[config.mk]
export PLATFORM = sky130hd
export DESIGN_NAME = acq_search_controller_flat
export DESIGN_NICKNAME = d
export VERILOG_FILES = /design/src/rtl/acq_search_controller_if.sv /design/src/rtl/acq_search_controller.sv /design/src/flat_wrapper.sv
export SDC_FILE = /design/constraint.sdc
export NUM_CORES = 1
export LEC_CHECK = 0
export CAP_MARGIN = 20
export CELL_PAD_IN_SITES_DETAIL_PLACEMENT = 1
export CELL_PAD_IN_SITES_GLOBAL_PLACEMENT = 2
export CORE_ASPECT_RATIO = 1.75
export CORE_MARGIN = 4
export CORE_UTILIZATION = 29
export CTS_CLUSTER_DIAMETER = 50
export DETAILED_ROUTE_END_ITERATION = 12
export PLACE_DENSITY = 0.77
export SYNTH_ARGS = -nofsm -noshare
export SYNTH_HDL_FRONTEND = slang
export SYNTH_SLANG_ARGS = --single-unit
[constraint.sdc]
create_clock -name clk -period 2.65 [get_ports clk]
set_input_delay 0.53 -clock clk [delete_from_list [all_inputs] [get_ports clk]]
set_output_delay 0.53 -clock clk [all_outputs]
set_load 0.02 [all_outputs]
[src/rtl/acq_search_controller_if.sv]
`default_nettype none
// ============================================================================
// Module   : acq_search_controller_if
// Brief    : Host and subchannel signal bundle for the acquisition search
//            controller.
// Revision : 1.0 - initial release
// ============================================================================
interface acq_search_controller_if;
    // host side
    logic        start;
    logic        abort;
    logic [4:0]  prn_in;
    logic        busy;
    logic        done;
    logic [14:0] best_shift;
    logic [18:0] best_mag;
    // subchannel side
    logic        data_available;
    logic [18:0] accumulator;
    logic [4:0]  prn;
    logic        seek_en;
    logic [14:0] seek_target;
    logic        sub_reset;

    modport master (
        input  start, abort, prn_in, data_available, accumulator,
        output prn, seek_en, seek_target, sub_reset, busy, done, best_shift, best_mag
    );

    modport slave (
        output start, abort, prn_in, data_available, accumulator,
        input  prn, seek_en, seek_target, sub_reset, busy, done, best_shift, best_mag
    );
endinterface
`default_nettype wire

[src/rtl/acq_search_controller.sv]
`default_nettype none
// ============================================================================
// Module   : acq_search_controller
// Brief    : Serial code-phase search for one PRN on one subchannel; tracks
//            the shift with the largest accumulator magnitude.
// Revision : 1.0 - initial release
// ============================================================================
module acq_search_controller #(
    parameter int CODE_SHIFT_MAX = 16367,
    parameter int STEP           = 8,
    parameter int INT_SAMPLES    = 16368,
    parameter int SEEK_WAIT      = 4,
    parameter int PIPE_DELAY     = 6
) (
    input  wire                      clk,
    input  wire                      reset,
    acq_search_controller_if.master  bus
);

    localparam logic [2:0] S_IDLE      = 3'd0;
    localparam logic [2:0] S_SEEK      = 3'd1;
    localparam logic [2:0] S_SETTLE    = 3'd2;
    localparam logic [2:0] S_CLEAR     = 3'd3;
    localparam logic [2:0] S_INTEGRATE = 3'd4;
    localparam logic [2:0] S_DRAIN     = 3'd5;
    localparam logic [2:0] S_COMPARE   = 3'd6;
    localparam logic [2:0] S_DONE      = 3'd7;

    localparam int WAIT_MAX = (SEEK_WAIT > PIPE_DELAY) ? SEEK_WAIT : PIPE_DELAY;
    localparam int WAIT_W   = $clog2(WAIT_MAX + 1);
    localparam int STROBE_W = $clog2(INT_SAMPLES + 1);

    localparam logic [WAIT_W-1:0]   c_seek_last = WAIT_W'(SEEK_WAIT - 1);
    localparam logic [WAIT_W-1:0]   c_pipe_last = WAIT_W'(PIPE_DELAY - 1);
    localparam logic [STROBE_W-1:0] c_int_last  = STROBE_W'(INT_SAMPLES - 1);
    localparam logic [15:0]         c_step      = 16'(STEP);
    localparam logic [15:0]         c_shift_max = 16'(CODE_SHIFT_MAX);

    logic [2:0]          r_state;
    logic [WAIT_W-1:0]   r_wait_cnt;
    logic [STROBE_W-1:0] r_strobe_cnt;
    logic [14:0]         r_shift;
    logic [4:0]          r_prn;
    logic                r_seek_en;
    logic                r_sub_reset;
    logic                r_busy;
    logic                r_done;
    logic [14:0]         r_best_shift;
    logic [18:0]         r_best_mag;

    logic [2:0]  w_next;
    logic [18:0] w_neg;
    logic [18:0] w_mag;
    logic [15:0] w_shift_sum;
    logic        w_last_hyp;

    // |accumulator|; the single unrepresentable negation saturates
    always_comb begin
        w_neg = ~bus.accumulator + 19'd1;
        if (!bus.accumulator[18])
            w_mag = bus.accumulator;
        else if (bus.accumulator == 19'h40000)
            w_mag = 19'h3FFFF;
        else
            w_mag = w_neg;
    end

    assign w_shift_sum = {1'b0, r_shift} + c_step;
    assign w_last_hyp  = (w_shift_sum > c_shift_max);

    always_comb begin
        w_next = r_state;
        case (r_state)
            S_IDLE:      if (bus.start) w_next = S_SEEK;
            S_SEEK:      w_next = S_SETTLE;
            S_SETTLE:    if (r_wait_cnt == c_seek_last) w_next = S_CLEAR;
            S_CLEAR:     w_next = S_INTEGRATE;
            S_INTEGRATE: if (bus.data_available && (r_strobe_cnt == c_int_last)) w_next = S_DRAIN;
            S_DRAIN:     if (r_wait_cnt == c_pipe_last) w_next = S_COMPARE;
            S_COMPARE:   w_next = w_last_hyp ? S_DONE : S_SEEK;
            S_DONE:      w_next = S_IDLE;
            default:     w_next = S_IDLE;
        endcase
        if (bus.abort && (r_state != S_IDLE))
            w_next = S_IDLE;
    end

    // Pulse outputs are decoded from the next state so they line up with it
    always_ff @(posedge clk or posedge reset) begin
        if (reset) begin
            r_state      <= S_IDLE;
            r_wait_cnt   <= '0;
            r_strobe_cnt <= '0;
            r_shift      <= '0;
            r_prn        <= '0;
            r_seek_en    <= 1'b0;
            r_sub_reset  <= 1'b0;
            r_busy       <= 1'b0;
            r_done       <= 1'b0;
            r_best_shift <= '0;
            r_best_mag   <= '0;
        end else begin
            r_state     <= w_next;
            r_busy      <= (w_next != S_IDLE);
            r_seek_en   <= (w_next == S_SEEK);
            r_sub_reset <= (w_next == S_CLEAR);
            r_done      <= (w_next == S_DONE);

            if (r_state != w_next)
                r_wait_cnt <= '0;
            else
                r_wait_cnt <= r_wait_cnt + WAIT_W'(1);

            if (r_state == S_CLEAR)
                r_strobe_cnt <= '0;
            else if ((r_state == S_INTEGRATE) && bus.data_available)
                r_strobe_cnt <= r_strobe_cnt + STROBE_W'(1);

            if ((r_state == S_IDLE) && bus.start) begin
                r_prn        <= bus.prn_in;
                r_shift      <= '0;
                r_best_shift <= '0;
                r_best_mag   <= '0;
            end

            if ((r_state == S_COMPARE) && !bus.abort) begin
                if (w_mag > r_best_mag) begin
                    r_best_mag   <= w_mag;
                    r_best_shift <= r_shift;
                end
                if (!w_last_hyp)
                    r_shift <= w_shift_sum[14:0];
            end
        end
    end

    assign bus.prn         = r_prn;
    assign bus.seek_en     = r_seek_en;
    assign bus.seek_target = r_shift;
    assign bus.sub_reset   = r_sub_reset;
    assign bus.busy        = r_busy;
    assign bus.done        = r_done;
    assign bus.best_shift  = r_best_shift;
    assign bus.best_mag    = r_best_mag;

endmodule
`default_nettype wire
[src/flat_wrapper.sv]
// flat-port wrapper written by rule: the top's interface ports become plain ports
module acq_search_controller_flat 
#(
    parameter int CODE_SHIFT_MAX = 16367,
    parameter int STEP           = 8,
    parameter int INT_SAMPLES    = 16368,
    parameter int SEEK_WAIT      = 4,
    parameter int PIPE_DELAY     = 6
)
  (clk, reset, bus_start, bus_abort, bus_prn_in, bus_data_available, bus_accumulator, bus_prn, bus_seek_en, bus_seek_target, bus_sub_reset, bus_busy, bus_done, bus_best_shift, bus_best_mag);
  acq_search_controller_if bus_i ();
  input  wire clk;
  input  wire reset;
  input wire logic [$bits(bus_i.start)-1:0] bus_start;
  input wire logic [$bits(bus_i.abort)-1:0] bus_abort;
  input wire logic [$bits(bus_i.prn_in)-1:0] bus_prn_in;
  input wire logic [$bits(bus_i.data_available)-1:0] bus_data_available;
  input wire logic [$bits(bus_i.accumulator)-1:0] bus_accumulator;
  output wire logic [$bits(bus_i.prn)-1:0] bus_prn;
  output wire logic [$bits(bus_i.seek_en)-1:0] bus_seek_en;
  output wire logic [$bits(bus_i.seek_target)-1:0] bus_seek_target;
  output wire logic [$bits(bus_i.sub_reset)-1:0] bus_sub_reset;
  output wire logic [$bits(bus_i.busy)-1:0] bus_busy;
  output wire logic [$bits(bus_i.done)-1:0] bus_done;
  output wire logic [$bits(bus_i.best_shift)-1:0] bus_best_shift;
  output wire logic [$bits(bus_i.best_mag)-1:0] bus_best_mag;
  assign bus_i.start = bus_start;
  assign bus_i.abort = bus_abort;
  assign bus_i.prn_in = bus_prn_in;
  assign bus_i.data_available = bus_data_available;
  assign bus_i.accumulator = bus_accumulator;
  assign bus_prn = bus_i.prn;
  assign bus_seek_en = bus_i.seek_en;
  assign bus_seek_target = bus_i.seek_target;
  assign bus_sub_reset = bus_i.sub_reset;
  assign bus_busy = bus_i.busy;
  assign bus_done = bus_i.done;
  assign bus_best_shift = bus_i.best_shift;
  assign bus_best_mag = bus_i.best_mag;
  acq_search_controller #(.CODE_SHIFT_MAX(CODE_SHIFT_MAX), .STEP(STEP), .INT_SAMPLES(INT_SAMPLES), .SEEK_WAIT(SEEK_WAIT), .PIPE_DELAY(PIPE_DELAY)) u_core (.clk(clk), .reset(reset), .bus(bus_i));
endmodule
* Word level (Yosys, flattened, before mapping)
Index checks and enable logic that the tools add are counted.
** Word-level totals
- Register bits after elaboration :: 78
- Bits in latches :: 0
- Memory bits (writable) :: 0
- Memory bits (read-only) :: 0
- Input bits :: 29
- Output and inout bits :: 58
- Word-level logic and storage cells :: 64
- Memories :: 0
** Operators by class
- Add/sub/neg operators :: 4
- $mul :: 0
- Div/mod/pow operators :: 0
- $lt $le $gt $ge :: 2
- Equality and inequality tests :: 15
- Shifts and indexed selects :: 0
- Mux-type cells :: 21
- Bitwise logic cells :: 1
- Reduce and logical (&&, ||, !) cells :: 10
** Operators with widths (number)
- $mux W19 :: 5
- $mux W15 :: 6
- $mux W14 :: 2
- $pmux W3 S8 :: 1
- $mux W3 :: 7
- $add A19 B1 Y19 const B :: 1
- $eq A19 B19 Y1 const B :: 1
- $gt A19 B19 Y1 :: 1
- $not A19 Y19 :: 1
- $eq A3 B3 Y1 const B :: 6
- $add A15 B4 Y16 const B :: 1
- $gt A16 B14 Y1 const B :: 1
- $add A14 B1 Y14 const B :: 1
- $eq A14 B14 Y1 const B :: 1
- $eq A3 B2 Y1 const B :: 4
- $eq A3 B1 Y1 const B :: 2
- $reduce_bool A3 Y1 :: 2
- $logic_and A1 B1 Y1 :: 5
- $add A3 B1 Y3 const B :: 1
- $logic_not A3 Y1 :: 1
- $ne A3 B3 Y1 :: 1
- $reduce_bool A2 Y1 :: 1
- $logic_not A1 Y1 :: 1

* Logic depth before layout (Yosys ltp)
- Depth after elaboration :: 7
- Mapped depth :: 15
- Mapped depth without buffers :: 14

* Worst setup path after synthesis
Ideal clock, no wire load.
- Kind :: input-to-reg
- Start :: input port bus_accumulator[4]
- End :: register u_core.r_best_mag[15], in the netlist u_core.bus.best_mag[15]
- Library setup time :: 125 ps
- Arrival :: 3451 ps
- Required time :: 2525 ps
- Setup slack :: -926 ps
- Cell stages on the path :: 13
- Buffers on the path :: 1
- Cells stage by stage :: nor3_1 > nand3_1 > or4_1 > o21ai_0 > o21ai_0 > ha_1 > and3_1 > nand3_1 > nor2_1 > o21ai_0 > a211oi_2 > buf_2 > mux2_2
** On the way
- Cells in the longest elaborated chain, start to end :: 7
- Elaborated cells on any way between the ends :: 8
- Classes of those cells :: add/sub: 1; order compare: 1; eq/ne: 1; mux: 4; bitwise: 1
** RTL lines
- from (decl) :: RTL line flat_wrapper.sv:18 : input wire logic [$bits(bus_i.accumulator)-1:0] bus_accumulator;
- $not A19 Y19 :: RTL line acq_search_controller.sv:59 : w_neg = ~bus.accumulator + 19'd1;
- $add A19 B1 Y19 :: RTL line acq_search_controller.sv:59
- $mux W19 :: RTL line acq_search_controller.sv:62 : else if (bus.accumulator == 19'h40000)
- $mux W19 * :: RTL line acq_search_controller.sv:60 : if (!bus.accumulator[18])
- $gt A19 B19 Y1 :: RTL line acq_search_controller.sv:127 : if (w_mag > r_best_mag) begin
- $mux W19 * :: RTL line acq_search_controller.sv:127
- $mux W19 * :: RTL line acq_search_controller.sv:126 : if ((r_state == S_COMPARE) && !bus.abort) begin
- to (signal assigned) :: RTL line acq_search_controller.sv:128 : r_best_mag <= w_mag;
- to (decl) :: RTL line acq_search_controller.sv:49 : logic [18:0] r_best_mag;
Every way passes the cells marked *; elsewhere a longest branch is shown, timed or not.
A chain may end at the register's enable or synchronous reset.

* Worst setup path in the final report
- Start :: input port bus_accumulator[2]
- End :: register u_core.r_best_mag[15], in the netlist u_core.bus.best_mag[15]
The elaborated chain is that of the path after synthesis.

==> run_results.csv <==
group,metric,value,unit
outcome,status,"finished, violations left",
outcome,violations,"negative setup slack",
layout,final_util,45.4,%
power,finalPower,0.00344,W
cts,cts_tree,"done",
sta,rsz0062_at_grt,"yes",
sta,period_minus_slack,3.38,ns
sta,tightest_slew,0.855,ns
layout,syn2layout_area_growth,52.4,%
worst_hold_path,hold_start,"u_core.r_wait_cnt[0]",
sta,timing.final.crit_share,128,%
global_route,grt_max_degree,37,
placement,placed_area,0.00645,sq mm
setup_path,critPathLaunch,"bus_accumulator[2]",
global_route,grt_pass1_vias,5303,
global_route,grt_usage,18.3,%
yosys,postSynth.asyncResetShare,100,%
global_route,antenna_found_initial,0,
yosys,yosysSeqAreaShare,40.9,%
global_route,global_route.usage.met1,17.5,%
routing,drc,0,
routing,wl_per_cell,19.1,um
placement,place_hpwl,12800,um
global_route,top_usage_layer,"met2",
cts,cts_sinks,78,
placement,routabilityCongestion,0.868,
yosys,post_synth_instance_area,0.00477,sq mm
yosys,synth_cells,531,
cts,clkSlewWorstSetupHoldPaths,0.06,ns
routing,drtIter0Drc,118,
global_route,grt_use_met3,2.37,%
setup_path,required,2.87,ns
floorplan,num_rows,61,
yosys,ys_seq_elements,78,
cts,worstSkewPairLatency,0.33,ns
floorplan,coreArea,0.0160,sq mm
global_route,grt_pass1_wl,27100,um
worst_hold_path,hold_depth,1,
routing,dr.pass1.iters,6,
sta,maxSlewViolCount,0,
setup_path,cp.arrival,3.60,ns
floorplan,die_h,178,um
sta,maxSlewHeadroom,42.8,%
setup_path,endpoint_kind,"register",
yosys,yosys_most_used_dff,"dfrtp_1",
routing,vias,4756,
yosys,syn_area_per_cell,8.99,sq um
global_route,overflow,0,
sta,setup_viol,34,
layout,num-nets-final,762,
layout,stdcell_area,0.00727,sq mm
setup_path,crit-reg2reg-launch,"u_core.bus.seek_target[4]",
setup_path,startpoint_type,"input pin",
routing,ant_nets,0,
layout,drive_gt1_share,29.5,%
floorplan,die_width,105,um
setup_path,reg2reg_depth,8,
floorplan,die_area,0.0187,sq mm
yosys,synth_edf_count,0,
placement,io_buffers,86,
layout,antenna_cells,0,
cts,clock_path_buffers,2,
sta,fin_worst_skew,0.00834,ns
cts,root_buffer,"clkbuf_16",
power,power.leakage,3.06,nW
sta,worst_slack,-0.732,ns
routing,via_per_inst,5.28,
yosys,synth_cell_type_count,62,
global_route,use_met2,36.7,%
floorplan,boundaryPins,87,
setup_path,critPathKind,"input pin to register",
sta,fmaxAchievable,296,MHz
setup_path,critPathMaxFanout,5,
layout,fillerInstances,1851,
worst_hold_path,hp-class,"register to register",
power,ir_drop,0.289,mV
yosys,synth_nets,586,
cts,h-tree-depth,3,
cts,cts_buffers,9,
routing,wl,17200,um
power,power.density,473,mW/mm^2
floorplan,start_util,29.8,%
job,maxCapViolCount,0,
sta,hold_viol,0,
yosys,yosys_warnings,0,
[where the power goes]
| part | switching [W] | internal, W |
|---|---|---|
| logic | 0.000473 | 0.000360 |
| clock network | 0.000508 | 0.000781 |
| registers | 0.0000470 | 0.00127 |
| total | 0.00103 | 0.00241 |
[critical path, stage by stage]
cell,delay (ns)
clkdlybuf4s15_1,0.21
buf_4,0.16
or3b_4,0.40
o311ai_0,0.39
o21ai_0,0.20
a21oi_1,0.19
ha_1,0.19
nand4_1,0.16
or4_4,0.46
nand2_4,0.08
a211oi_4,0.04
buf_6,0.14
buf_16,0.13
mux2_4,0.29
[worst paths after layout]
path | end | slack [ns]
worst max register to register | u_core.bus.seek_target[6] | 0.09
max in group asynchronous | u_core.bus.best_shift[4] | 1.47
worst max-delay path | u_core.bus.best_mag[15] | -0.73
worst min register to register | u_core.r_wait_cnt[0] | 0.47
min in group asynchronous | u_core.bus.seek_target[5] | 0.56
worst min-delay path | u_core.r_wait_cnt[0] | 0.47
[stage by stage]
stage	worst slack [ns]	hold WS [ns]	setup TNS [ns]	cells
finish	-0.732	0.467	-24.22	900
global route	-0.876	0.490	-28.65	900
CTS	-0.748	0.476	-22.02	892
detailed placement	-2.12	0.468	-70.47	862
global placement	-1.97	0.449	-66.39	862
floorplan	-0.690	0.439	-21.11	531
[kinds of logic (layout without fill, tap and decap cells)]
family / count (synthesis) / after routing / share of synthesized area (%)
buffers and inverters: 65 / 245 / 5.43
flip-flops: 78 / 78 / 40.9
other: 1 / 1 / 0.0786
AO/OA/AOI/OAI: 104 / 104 / 14.9
adder cells (fa/ha/maj): 26 / 26 / 6.82
multiplexers: 35 / 35 / 7.79
AND/OR/NAND/NOR: 208 / 208 / 21.5
XOR/XNOR: 14 / 14 / 2.57
[cell type report]
type | instances | area (sq um) | area share, %
sequential | 78 | 1950 | 26.9
timing repair buffer | 186 | 1750 | 24.1
clock buffer | 11 | 253 | 3.48
multi-input combinational | 388 | 2860 | 39.3
tap | 189 | 236 | 3.25
inverter | 44 | 166 | 2.29
clock inverter | 4 | 55.1 | 0.757
[synthesized netlist by cell type (all sizes together), types with 2 or more instances]
cell type   n  area, sq um
dfrtp      78         1950
nand2      59          221
nor2       54          203
inv        44          165
ha         26          325
o21ai      26          130
a21oi      23          119
nand3      23          120
mux2i      18          180
mux2       17          191
clkbuf     13         48.8
nor3       12         60.1
or3        11         68.8
nand4       9         56.3
buf         8         45.0
and4        7         61.3
nand2b      7         43.8
o21a        7         52.6
xnor2       7         61.3
xor2        7         61.3
or4         6         48.8
a211oi      5         42.5
a21o        5         37.5
and3        5         31.3
a31oi       4         25.0
nor2b       4         25.0
o211ai      4         30.0
o31ai       4         30.0
a2111oi     3         38.8
a21bo       3         30.0
or2         3         18.8
a221o       2         20.0
and2        2         12.5
nor4b       2         17.5
o221ai      2         17.5
o22a        2         17.5
o22ai       2         12.5
o311a       2         20.0
o311ai      2         17.5
[registers in the layout, indices dropped and copies added (netlist names)]
signal                  cells
u_core.r_wait_cnt           3
u_core.bus.seek_en          1
u_core.r_strobe_cnt        14
u_core.bus.best_shift      15
u_core.bus.sub_reset        1
u_core.bus.done             1
u_core.r_state              3
u_core.bus.prn              5
u_core.bus.busy             1
u_core.bus.seek_target     15
u_core.bus.best_mag        19
[layer usage]
metal / vias up / wire, um
met5: - / 0
met4: 0 / 803
met3: 53 / 511
met2: 120 / 9830
met1: 2359 / 6030
li1: 2224 / -
[cells in the final DEF, fill, tap and decap left out, types with 12 or more instances in the layout]
cell             netlist  routed
ha_1                  26      23
dfrtp_1               78      76
nor2_1                54      47
a21oi_1               22      18
buf_4                  0      87
mux2_2                17      12
nand3_1               22      19
o21ai_0               23      15
inv_1                 41      38
clkdlybuf4s50_1        0      68
mux2i_1               18      18
nand2_1               59      58
[timing repair]
action | in CTS | in global routing
cloned | 2 | 2
hold buffers | 0 | 0
buffers inserted | 13 | 7
endpoints found under the setup margin | 41 | 46
gates resized for setup | 108 | 33
pin swaps | 31 | 27
No activity file was read; power rests on OpenSTA's default activity.
